===== src/rtl/sum_pkg.sv =====
// Shared constants, FSM state type and unsigned max/min helpers for the sum window block.
// Latency: none (declarations only).
// Backpressure: not applicable.
package sum_pkg;

  localparam int SUM_W = 5;
  localparam int LEN_W = 4;
  // 2^LEN_W samples of (2^SUM_W - 1) fit in SUM_W + LEN_W bits, so the total never wraps.
  localparam int ACC_W = SUM_W + LEN_W;

  typedef enum logic [1:0] {
    IDLE  = 2'd0,
    ACCUM = 2'd1,
    HOLD  = 2'd2
  } state_t;

  // Ties return the current value (a), so a repeated extreme leaves the tracker unchanged.
  function automatic logic [SUM_W-1:0] umax(input logic [SUM_W-1:0] a,
                                             input logic [SUM_W-1:0] b);
    return (b > a) ? b : a;
  endfunction

  function automatic logic [SUM_W-1:0] umin(input logic [SUM_W-1:0] a,
                                             input logic [SUM_W-1:0] b);
    return (b < a) ? b : a;
  endfunction

endpackage


===== src/rtl/minmax_track.sv =====
// Registered running maximum and minimum of an unsigned sample stream.
// Latency: 1 cycle from load/update to the new extremes on max_q/min_q.
// Backpressure: none; the caller gates load/update with its accept strobe.
module minmax_track
  import sum_pkg::*;
(
  input  logic             clk,
  input  logic             rst_n,
  input  logic             load,
  input  logic             update,
  input  logic [SUM_W-1:0] din,
  output logic [SUM_W-1:0] max_q,
  output logic [SUM_W-1:0] min_q
);

  // Load seeds both extremes with the first sample; update folds later samples in.
  always_ff @(posedge clk or negedge rst_n) begin
    if (!rst_n) begin
      max_q <= '0;
      min_q <= '0;
    end else if (load) begin
      max_q <= din;
      min_q <= din;
    end else if (update) begin
      max_q <= umax(max_q, din);
      min_q <= umin(min_q, din);
    end
  end

endmodule


===== src/rtl/sum_window_accum.sv =====
// Collects a window of 1..2^LEN_W sum samples and reports total, max and min per window.
// Latency: result valid on the edge accepting the last sample; at least one HOLD cycle per window.
// Backpressure: in_ready is low while a result is held; result held until out_ready.
module sum_window_accum #(
  parameter int SUM_W = sum_pkg::SUM_W,
  parameter int LEN_W = sum_pkg::LEN_W,
  parameter int ACC_W = SUM_W + LEN_W
) (
  input  logic             clk,
  input  logic             rst_n,
  input  logic             ena,
  input  logic             in_valid,
  input  logic [SUM_W-1:0] in_sum,
  output logic             in_ready,
  input  logic [LEN_W-1:0] win_len,
  output logic             out_valid,
  input  logic             out_ready,
  output logic [ACC_W-1:0] out_total,
  output logic [SUM_W-1:0] out_max,
  output logic [SUM_W-1:0] out_min,
  output logic             busy
);

  import sum_pkg::*;

  state_t           state_q;
  state_t           state_d;
  logic [ACC_W-1:0] acc_q;
  logic [LEN_W-1:0] cnt_q;
  logic [LEN_W-1:0] len_q;
  logic [LEN_W-1:0] cnt_inc;
  logic             accept;
  logic             first_acc;
  logic             next_acc;

  // in_ready depends only on state and ena, never on the incoming sample.
  assign in_ready  = ena && (state_q != HOLD);
  assign accept    = in_valid && in_ready;
  assign first_acc = accept && (state_q == IDLE);
  assign next_acc  = accept && (state_q == ACCUM);
  assign cnt_inc   = cnt_q + 1'b1;

  // State register.
  always_ff @(posedge clk or negedge rst_n) begin
    if (!rst_n) begin
      state_q <= IDLE;
    end else begin
      state_q <= state_d;
    end
  end

  // Next-state: windows advance only on accepted samples; HOLD drains on out_ready.
  always_comb begin
    state_d = state_q;
    unique case (state_q)
      IDLE: begin
        if (accept) begin
          state_d = (win_len == '0) ? HOLD : ACCUM;
        end
      end
      ACCUM: begin
        // len_q was captured at the first sample, so late win_len changes are ignored.
        if (accept && (cnt_inc == len_q)) begin
          state_d = HOLD;
        end
      end
      HOLD: begin
        if (out_ready) begin
          state_d = IDLE;
        end
      end
      default: state_d = IDLE;
    endcase
  end

  // Running total, sample counter and captured window length.
  always_ff @(posedge clk or negedge rst_n) begin
    if (!rst_n) begin
      acc_q <= '0;
      cnt_q <= '0;
      len_q <= '0;
    end else if (first_acc) begin
      acc_q <= ACC_W'(in_sum);
      cnt_q <= '0;
      len_q <= win_len;
    end else if (next_acc) begin
      acc_q <= acc_q + ACC_W'(in_sum);
      cnt_q <= cnt_inc;
    end
  end

  minmax_track u_minmax (
    .clk    (clk),
    .rst_n  (rst_n),
    .load   (first_acc),
    .update (next_acc),
    .din    (in_sum),
    .max_q  (out_max),
    .min_q  (out_min)
  );

  assign out_valid = (state_q == HOLD);
  assign busy      = (state_q != IDLE);
  assign out_total = acc_q;

endmodule


===== config.mk =====
export PLATFORM = sky130hd
export DESIGN_NAME = sum_window_accum
export DESIGN_NICKNAME = d
export VERILOG_FILES = /design/src/rtl/sum_pkg.sv /design/src/rtl/minmax_track.sv /design/src/rtl/sum_window_accum.sv
export SDC_FILE = /design/constraint.sdc
export NUM_CORES = 1
export LEC_CHECK = 0
export ABC_AREA = 1
export CAP_MARGIN = 10
export CELL_PAD_IN_SITES_DETAIL_PLACEMENT = 1
export CELL_PAD_IN_SITES_GLOBAL_PLACEMENT = 1
export CORE_UTILIZATION = 40
export DETAILED_ROUTE_END_ITERATION = 7
export GPL_TIMING_DRIVEN = 0
export PLACE_DENSITY_LB_ADDON = 0.1
export SKIP_LAST_GASP = 1
export SYNTH_ARGS = -nofsm -noshare
export SYNTH_HDL_FRONTEND = slang
export SYNTH_HIERARCHICAL = 1
export SYNTH_SLANG_ARGS = --single-unit

===== constraint.sdc =====
create_clock -name clk -period 2.8 [get_ports clk]
set_input_delay 0.42 -clock clk [delete_from_list [all_inputs] [get_ports clk]]
set_output_delay 0.42 -clock clk [all_outputs]
set_load 0.02 [all_outputs]

==> results of run 1 <==
state kept, by name, summed over array words and instances (netlist names):
register,count
state_q,2
cnt_q,4
u_minmax/min_q,5
len_q,4
out_total,9
u_minmax/max_q,5
stage by stage:
| step | setup WS, ns | util | power [mW] |
|---|---|---|---|
| 2_1_floorplan | 1.14 | - | 1.61 |
| 3_3_place_gp | 0.293 | 0.504 | 2.06 |
| 3_5_place_dp | 0.295 | 0.503 | 2.11 |
| 4_1_cts | 0.592 | 0.521 | 2.48 |
| 5_1_grt | 0.424 | 0.521 | 2.67 |
| 6_report | 0.644 | 0.521 | 2.44 |
cells in the final DEF (no fill, tap or decap), drive strengths merged:
cell            n
a21oi           7
buf             4
clkbuf          5
clkdlybuf4s50  34
clkinv          3
clkinvlp        1
dfrtp          29
fa              1
ha             15
inv            40
nand2          93
nand3          33
nand3b          2
nand4           6
nor2           12
nor3            2
nor3b           1
o211ai          2
o21ai          13
o21bai          1
or2             2
xnor2           1
worst max-delay path: stages:
cell	delay [ns]
sky130_fd_sc_hd__clkdlybuf4s50_1	0.45
sky130_fd_sc_hd__inv_1	0.08
sky130_fd_sc_hd__nor3_4	0.28
sky130_fd_sc_hd__nand2_2	0.16
sky130_fd_sc_hd__clkinv_1	0.21
sky130_fd_sc_hd__inv_1	0.11
sky130_fd_sc_hd__nor3b_2	0.21
sky130_fd_sc_hd__nand3_2	0.19
sky130_fd_sc_hd__nand2_4	0.13
sky130_fd_sc_hd__nand2_1	0.06
sky130_fd_sc_hd__nand2_1	0.07
kinds of logic after synthesis:
family	count (synthesis)	synth area share
xor+xnor	1	0.00450
buf+inv	44	0.0868
simple gates	151	0.362
flops	29	0.373
fa+ha+maj	16	0.107
compound gates	23	0.0668
worst min path at each step:
stage	endpoint	slack, ns	cells past startpoint
finish	cnt_q[1]$_DFFE_PN0P_	0.17	1
global route	cnt_q[1]$_DFFE_PN0P_	0.22	1
global placement	len_q[2]$_DFFE_PN0P_	0.49	2
CTS	cnt_q[1]$_DFFE_PN0P_	0.20	1
detailed placement	u_minmax/min_q[1]$_DFFE_PN0P_	0.51	1
floorplan	cnt_q[0]$_DFFE_PN0P_	0.12	0
cell type report:
| class | count | area [µm²] | share of cell area |
|---|---|---|---|
| clock buffer | 5 | 68.8 | 0.0281 |
| tap | 54 | 67.6 | 0.0276 |
| inverter | 41 | 154 | 0.0629 |
| timing repair buffer | 35 | 345 | 0.141 |
| clock inverter | 3 | 17.5 | 0.00716 |
| multi-input combinational | 191 | 1050 | 0.430 |
| sequential | 29 | 726 | 0.297 |
| buffer | 3 | 15.0 | 0.00614 |
per-layer routing:
metal  wire length [µm]  track usage  vias to the layer above
met5                  0            0                        -
met2               2530        0.392                       25
met3                121       0.0422                        6
met4                 56       0.0654                        0
met1               2220        0.252                      873
li1                   -            -                      926
power groups by stage:
stage / sequential [mW] / clock (mW) / combinational [mW]
after detailed placement: 0.776 / 0 / 1.34
final: 0.767 / 0.344 / 1.33
after floorplan: 0.878 / 0 / 0.731
after global placement: 0.768 / 0 / 1.29
after CTS: 0.769 / 0.360 / 1.35
after global routing: 0.797 / 0.372 / 1.50
==> metrics.log, run 1 <==
[metrics] launch point of the worst reg-to-reg path: state_q[1]$_DFFE_PN0P_
[metrics] die span in x: about 70 µm
[metrics] number of antenna violations at the first check in global routing: 0
[metrics] FF+latch count, synth: 29
[metrics] leading area contributor after synthesis: sky130_fd_sc_hd__dfrtp_1
[metrics] max_cap viols: 0
[metrics] fmax: 464 MHz
[metrics] Max transition margin: 0.550
[metrics] number of gates given a new drive strength after cts: 0
[metrics] global placement routability congestion: 0.758
[metrics] Final Routed Wirelength: 4930 µm
[metrics] total count of hold-check failures in the final report: 0
[metrics] cell area power density: roughly 1000 nW/µm²
[metrics] cell area after placement: 2360 µm²
[metrics] Switching Share: 0.452
[metrics] final worst path period share: 0.770
[metrics] vias per inst: between 5 and 6
[metrics] most used flip-flop cell after synthesis: sky130_fd_sc_hd__dfrtp_1
[metrics] clk_lat worst skew: 0.28 ns
[metrics] Post-synth EDFFs: 0
[metrics] Synth area leaders: sky130_fd_sc_hd__dfrtp_1 (37%), sky130_fd_sc_hd__nand2_1 (17%), sky130_fd_sc_hd__ha_1 (9.6%)
[metrics] Initial Util: 0.415
[metrics] CTS tree: built
[metrics] share of synthesized area occupied by flip-flops and latches: 0.373
[metrics] synth cell count leaders: sky130_fd_sc_hd__nand2_1 (87), sky130_fd_sc_hd__inv_1 (40), sky130_fd_sc_hd__nand3_1 (31)
[metrics] clk sink count: 29
[metrics] flop-to-flop setup slack: 0.83 ns
[metrics] Max Slew Vio Count: 0
[metrics] Seq pwr share: 0.314
[metrics] cell with the most instances after synthesis: sky130_fd_sc_hd__nand2_1
[metrics] maximum fanout along the worst path: 8
[metrics] Wirelength per Cell: ~14 µm
[metrics] first-pass GRT wire length: 8470 µm
[metrics] Comb pwr share: 0.545
[metrics] Worst Setup Start Kind: primary input
[metrics] share of power burned in the clock network: 0.141
[metrics] overall die area: 5150 µm²
[metrics] initial detailed-routing violation count: 65
[metrics] Inst Count DP: about 350
[metrics] Worst Hold Class: in -> async
[metrics] Worst Reg-to-Reg Cells: 9
[metrics] clock-pin slew reported for the worst setup and hold paths after clock tree synthesis: 0.07 ns
[metrics] final non-filler cell total: roughly 360
[metrics] hold bufs inserted after CTS: 0
[metrics] worst hold slack across all endpoints: 0.172 ns
[metrics] Mapped Avg Cell Area: 7.37 µm²
[metrics] sum of negative setup slack: 0 ns
[metrics] Leakage: 1.26 nW
[metrics] TritonRoute pass-1 iters: 4
[metrics] Synth Instances: 264
[metrics] number of distinct library cells after synthesis: 27
[metrics] count of antenna-violating nets left after detailed routing: 0
[metrics] transition time at the pin with the least slew margin: 0.674 ns
[metrics] detailed-route DRC error count: 0
[metrics] num rows: 25
[metrics] Final #Nets: 336
[metrics] number of buffers created by CTS: 5
[metrics] port buffer count: 35
[metrics] HPWL after detailed placement: 3780 µm
[metrics] Post-Synthesis Net Count: roughly 290
[metrics] critical path arrival: 2.37 ns
[metrics] origin of the worst setup path: ena
[metrics] RSZ-0062 raised after global routing: no
[metrics] Ports: 36
[metrics] area inside the core boundary: 4690 µm²
[metrics] final setup skew: between 0.008 and 0.009 ns
[metrics] routed vias: 1830
[metrics] Worst Path Class, Setup: in -> reg
[metrics] antenna cells: 0
[metrics] via count of the first global-routing pass: 1901
[metrics] CTS Root Buffer Type: sky130_fd_sc_hd__clkbuf_8
[metrics] Critical Path Sink: u_minmax/min_q[1]$_DFFE_PN0P_
[metrics] fraction of final layout cells with drive strength greater than 1: 0.0879
[metrics] global route total overflow: 0
[metrics] net switching power: 1.10 mW
[metrics] post-synth top area share: 0.373
[metrics] Max rail drop VDD: about 430 µV
[metrics] Post-synth ARST share: 1.00
[metrics] Max clock buf depth: 2
[metrics] postcts setup bufs: 0
[metrics] area added between synthesis and finish: 25.6%
[metrics] summed area of non-filler cells in the final layout: 2450 µm²
[metrics] count of warnings emitted by yosys: 6
[metrics] worst endpoint required time: 3.02 ns
[metrics] fill count: 620
[metrics] final setup violating endpoints: 0
[metrics] die span in y: 71.8 µm
[metrics] endpoint of the worst register-to-register path: u_minmax/min_q[1]$_DFFE_PN0P_
[metrics] H-tree levels: 2
[metrics] Min Clock Period, post-route: between 2 and 2.5 ns
[metrics] Worst setup EP type: register
[metrics] Internal Pwr Total: 1.34 mW
[metrics] post-synthesis instance area: 1950 µm²
[metrics] Tot GR Track Use: 0.214
[metrics] maximum number of pins on one net before global-route repair: 30
[metrics] outcome: complete, no violations
No activity file was read; power rests on OpenSTA's default activity.
==> run 2, diff against run 1 <==
CORE_UTILIZATION = 38   (was 40)
clock period = 2.1 ns   (was 2.8 ns; I/O delays follow)
==> metrics.log, run 2 (synthesized netlist as in run 1, its figures left out) <==
[metrics] outcome: complete, no violations
[metrics] Comb pwr share: 0.522
[metrics] leading cell type in the layout, fill and taps excluded: sky130_fd_sc_hd__nand2_1
[metrics] maximum number of pins on one net before global-route repair: 30
[metrics] number of buffers created by CTS: 5
[metrics] share of power burned in the clock network: 0.180
[metrics] minimum setup slack after placement: -0.269 ns
[metrics] CP Cell Sequence: clkdlybuf4s50_1, inv_1, nor3_4, nand2_2, clkinvlp_4, inv_1, nor3b_2, nand3_2, nand2_4, nand2_1, nand2_1
[metrics] final setup skew: between 0.008 and 0.009 ns
[metrics] vias per inst: 4.88
[metrics] first-pass GRT wire length: 8850 µm
[metrics] die span in x: 73.6 µm
[metrics] fraction of final layout cells with drive strength greater than 1: 0.0939
[metrics] clk sink count: 29
[metrics] TritonRoute pass-1 iters: 4
[metrics] detailed-route DRC error count: 0
[metrics] CTS tree: built
[metrics] area of combinational cells with multiple inputs: ~1100 µm²
[metrics] least setup slack across all paths after layout: 0.171 ns
[metrics] Max rail drop VDD: about 540 µV
[metrics] port buffer count: 35
[metrics] Initial Util: 0.404
[metrics] Worst Hold Class: in -> async
[metrics] Worst Path Class, Setup: in -> reg
[metrics] global placement routability congestion: 0.756
[metrics] fill count: between 600 and 700
[metrics] max_cap viols: 0
[metrics] routed vias: 1835
[metrics] num rows: 25
[metrics] sequential standard cell area: 726 µm²
[metrics] die span in y: 73.6 µm
[metrics] cell area after placement: 2380 µm²
[metrics] clock-pin slew reported for the worst setup and hold paths after clock tree synthesis: 0.07 ns
[metrics] summed area of non-filler cells in the final layout: about 2500 µm²
[metrics] maximum fanout along the worst path: 6
[metrics] Wirelength per Cell: 13.3 µm
[metrics] clk_lat worst skew: 0.29 ns
[metrics] transition time at the pin with the least slew margin: 0.690 ns
[metrics] largest stage delay on the critical path: ~0.45 ns
[metrics] Leakage: 1.28 nW
[metrics] initial detailed-routing violation count: 68
[metrics] count of antenna-violating nets left after detailed routing: 0
[metrics] net switching power: 1.47 mW
[metrics] Ports: 36
[metrics] overall die area: roughly 5400 µm²
[metrics] highest-count cells in the layout ignoring fill and taps: sky130_fd_sc_hd__nand2_1 (87), sky130_fd_sc_hd__inv_1 (40), sky130_fd_sc_hd__clkdlybuf4s50_1 (34), sky130_fd_sc_hd__nand3_1 (31), sky130_fd_sc_hd__dfrtp_1 (29)
[metrics] Buf+Inv Stages, Crit Path: 4
[metrics] Worst setup EP type: register
[metrics] Max clock buf depth: 2
[metrics] Switching Share: 0.430
[metrics] via count of the first global-routing pass: 1858
[metrics] area inside the core boundary: 4820 µm²
[metrics] family of cells with the greatest summed delay on the critical path: simple AND/OR/NAND/NOR gates
[metrics] crit path max-delay cell type: sky130_fd_sc_hd__clkdlybuf4s50_1
[metrics] number of flip-flops under the largest register name: 9
[metrics] Worst Setup Start Kind: primary input
[metrics] total count of hold-check failures in the final report: 0
[metrics] global route total overflow: 0
[metrics] area added between synthesis and finish: 29.0%
[metrics] H-tree levels: 2
[metrics] Seq pwr share: 0.298
[metrics] HPWL after detailed placement: 3770 µm
[metrics] Max Slew Vio Count: 0
[metrics] hold bufs inserted after CTS: 0
[metrics] RSZ-0062 raised after global routing: no
[metrics] fmax: 518 MHz
[metrics] CTS Root Buffer Type: sky130_fd_sc_hd__clkbuf_8
[metrics] critical path arrival: 2.16 ns
[metrics] final setup violating endpoints: 0
[metrics] cell area power density: approximately 1400 nW/µm²
[metrics] final worst path period share: 0.919
[metrics] number of antenna violations at the first check in global routing: 0
[metrics] Final Routed Wirelength: 4990 µm
[metrics] Tot GR Track Use: 0.218
[metrics] antenna cells: 0
[metrics] Final #Nets: 338
[metrics] worst endpoint required time: 2.33 ns
[metrics] Internal Pwr Total: 1.95 mW
[metrics] Max transition margin: 0.540
[metrics] Min Clock Period, post-route: 1.93 ns
==> run 2: changes by cell type in the layout (fill, tap and decap cells not counted) <==
cell | previous run | this run
sky130_fd_sc_hd__buf_4 | 0 | 2
sky130_fd_sc_hd__bufinv_16 | 0 | 1
sky130_fd_sc_hd__clkbuf_1 | 0 | 1
sky130_fd_sc_hd__clkbuf_8 | 5 | 6
sky130_fd_sc_hd__clkinv_1 | 1 | 0
sky130_fd_sc_hd__clkinv_2 | 2 | 0
==> run 2: worst paths after layout <==
kind,from,to,slack (ns),cells after the start
worst max-delay path,ena,u_minmax/min_q[3]$_DFFE_PN0P_,0.17,11
worst min-delay path,rst_n,u_minmax/max_q[1]$_DFFE_PN0P_,0.06,1
worst max register to register,state_q[1]$_DFFE_PN0P_,u_minmax/min_q[3]$_DFFE_PN0P_,0.26,9
worst min register to register,len_q[2]$_DFFE_PN0P_,len_q[2]$_DFFE_PN0P_,0.51,2
max in group asynchronous,rst_n,cnt_q[3]$_DFFE_PN0P_,1.58,1
min in group clk,len_q[2]$_DFFE_PN0P_,len_q[2]$_DFFE_PN0P_,0.51,2
==> run 2: per-stage QoR <==
step	setup TNS (ns)	util	cells	power (mW)	hold slack (ns)
after floorplan	0	-	264	2.15	0.0194
after global placement	-1.92	0.494	366	2.76	0.496
after detailed placement	-2.16	0.493	366	2.82	0.411
after CTS	0	0.517	374	3.46	0.0953
after global routing	0	0.521	376	3.75	0.113
final	0	0.521	376	3.42	0.0621
==> run 2: cell type report <==
class                   instances  share of cell area
repair buffers                 37               0.143
clock buffers                   7              0.0344
well taps                      67              0.0334
flip-flops and latches         29               0.289
inverters                      41              0.0628
multi-input cells             191               0.419
plain buffers                   3             0.00598
clock inverters                 1              0.0120
==> run 2: what timing repair did <==
item	CTS	global route
endpoints found under the hold margin	0	0
resized for setup	0	1
buffers inserted	0	2
endpoints found under the setup margin	0	5
==> run 2: metal layers <==
metal  GRT usage  vias up  share of wire
met2       0.347       24           0.48
met4      0.0641        0          0.011
met1       0.293      872           0.48
li1            -      932              -
met3      0.0535        7          0.029
met5           0        -              0
==> run 2: power groups by stage <==
stage | Combinational, mW | Clock, mW | Sequential [mW]
finish | 1.79 | 0.617 | 1.02
global route | 2.02 | 0.669 | 1.06
CTS | 1.80 | 0.633 | 1.02
detailed placement | 1.79 | 0 | 1.03
global placement | 1.73 | 0 | 1.03
floorplan | 0.975 | 0 | 1.17
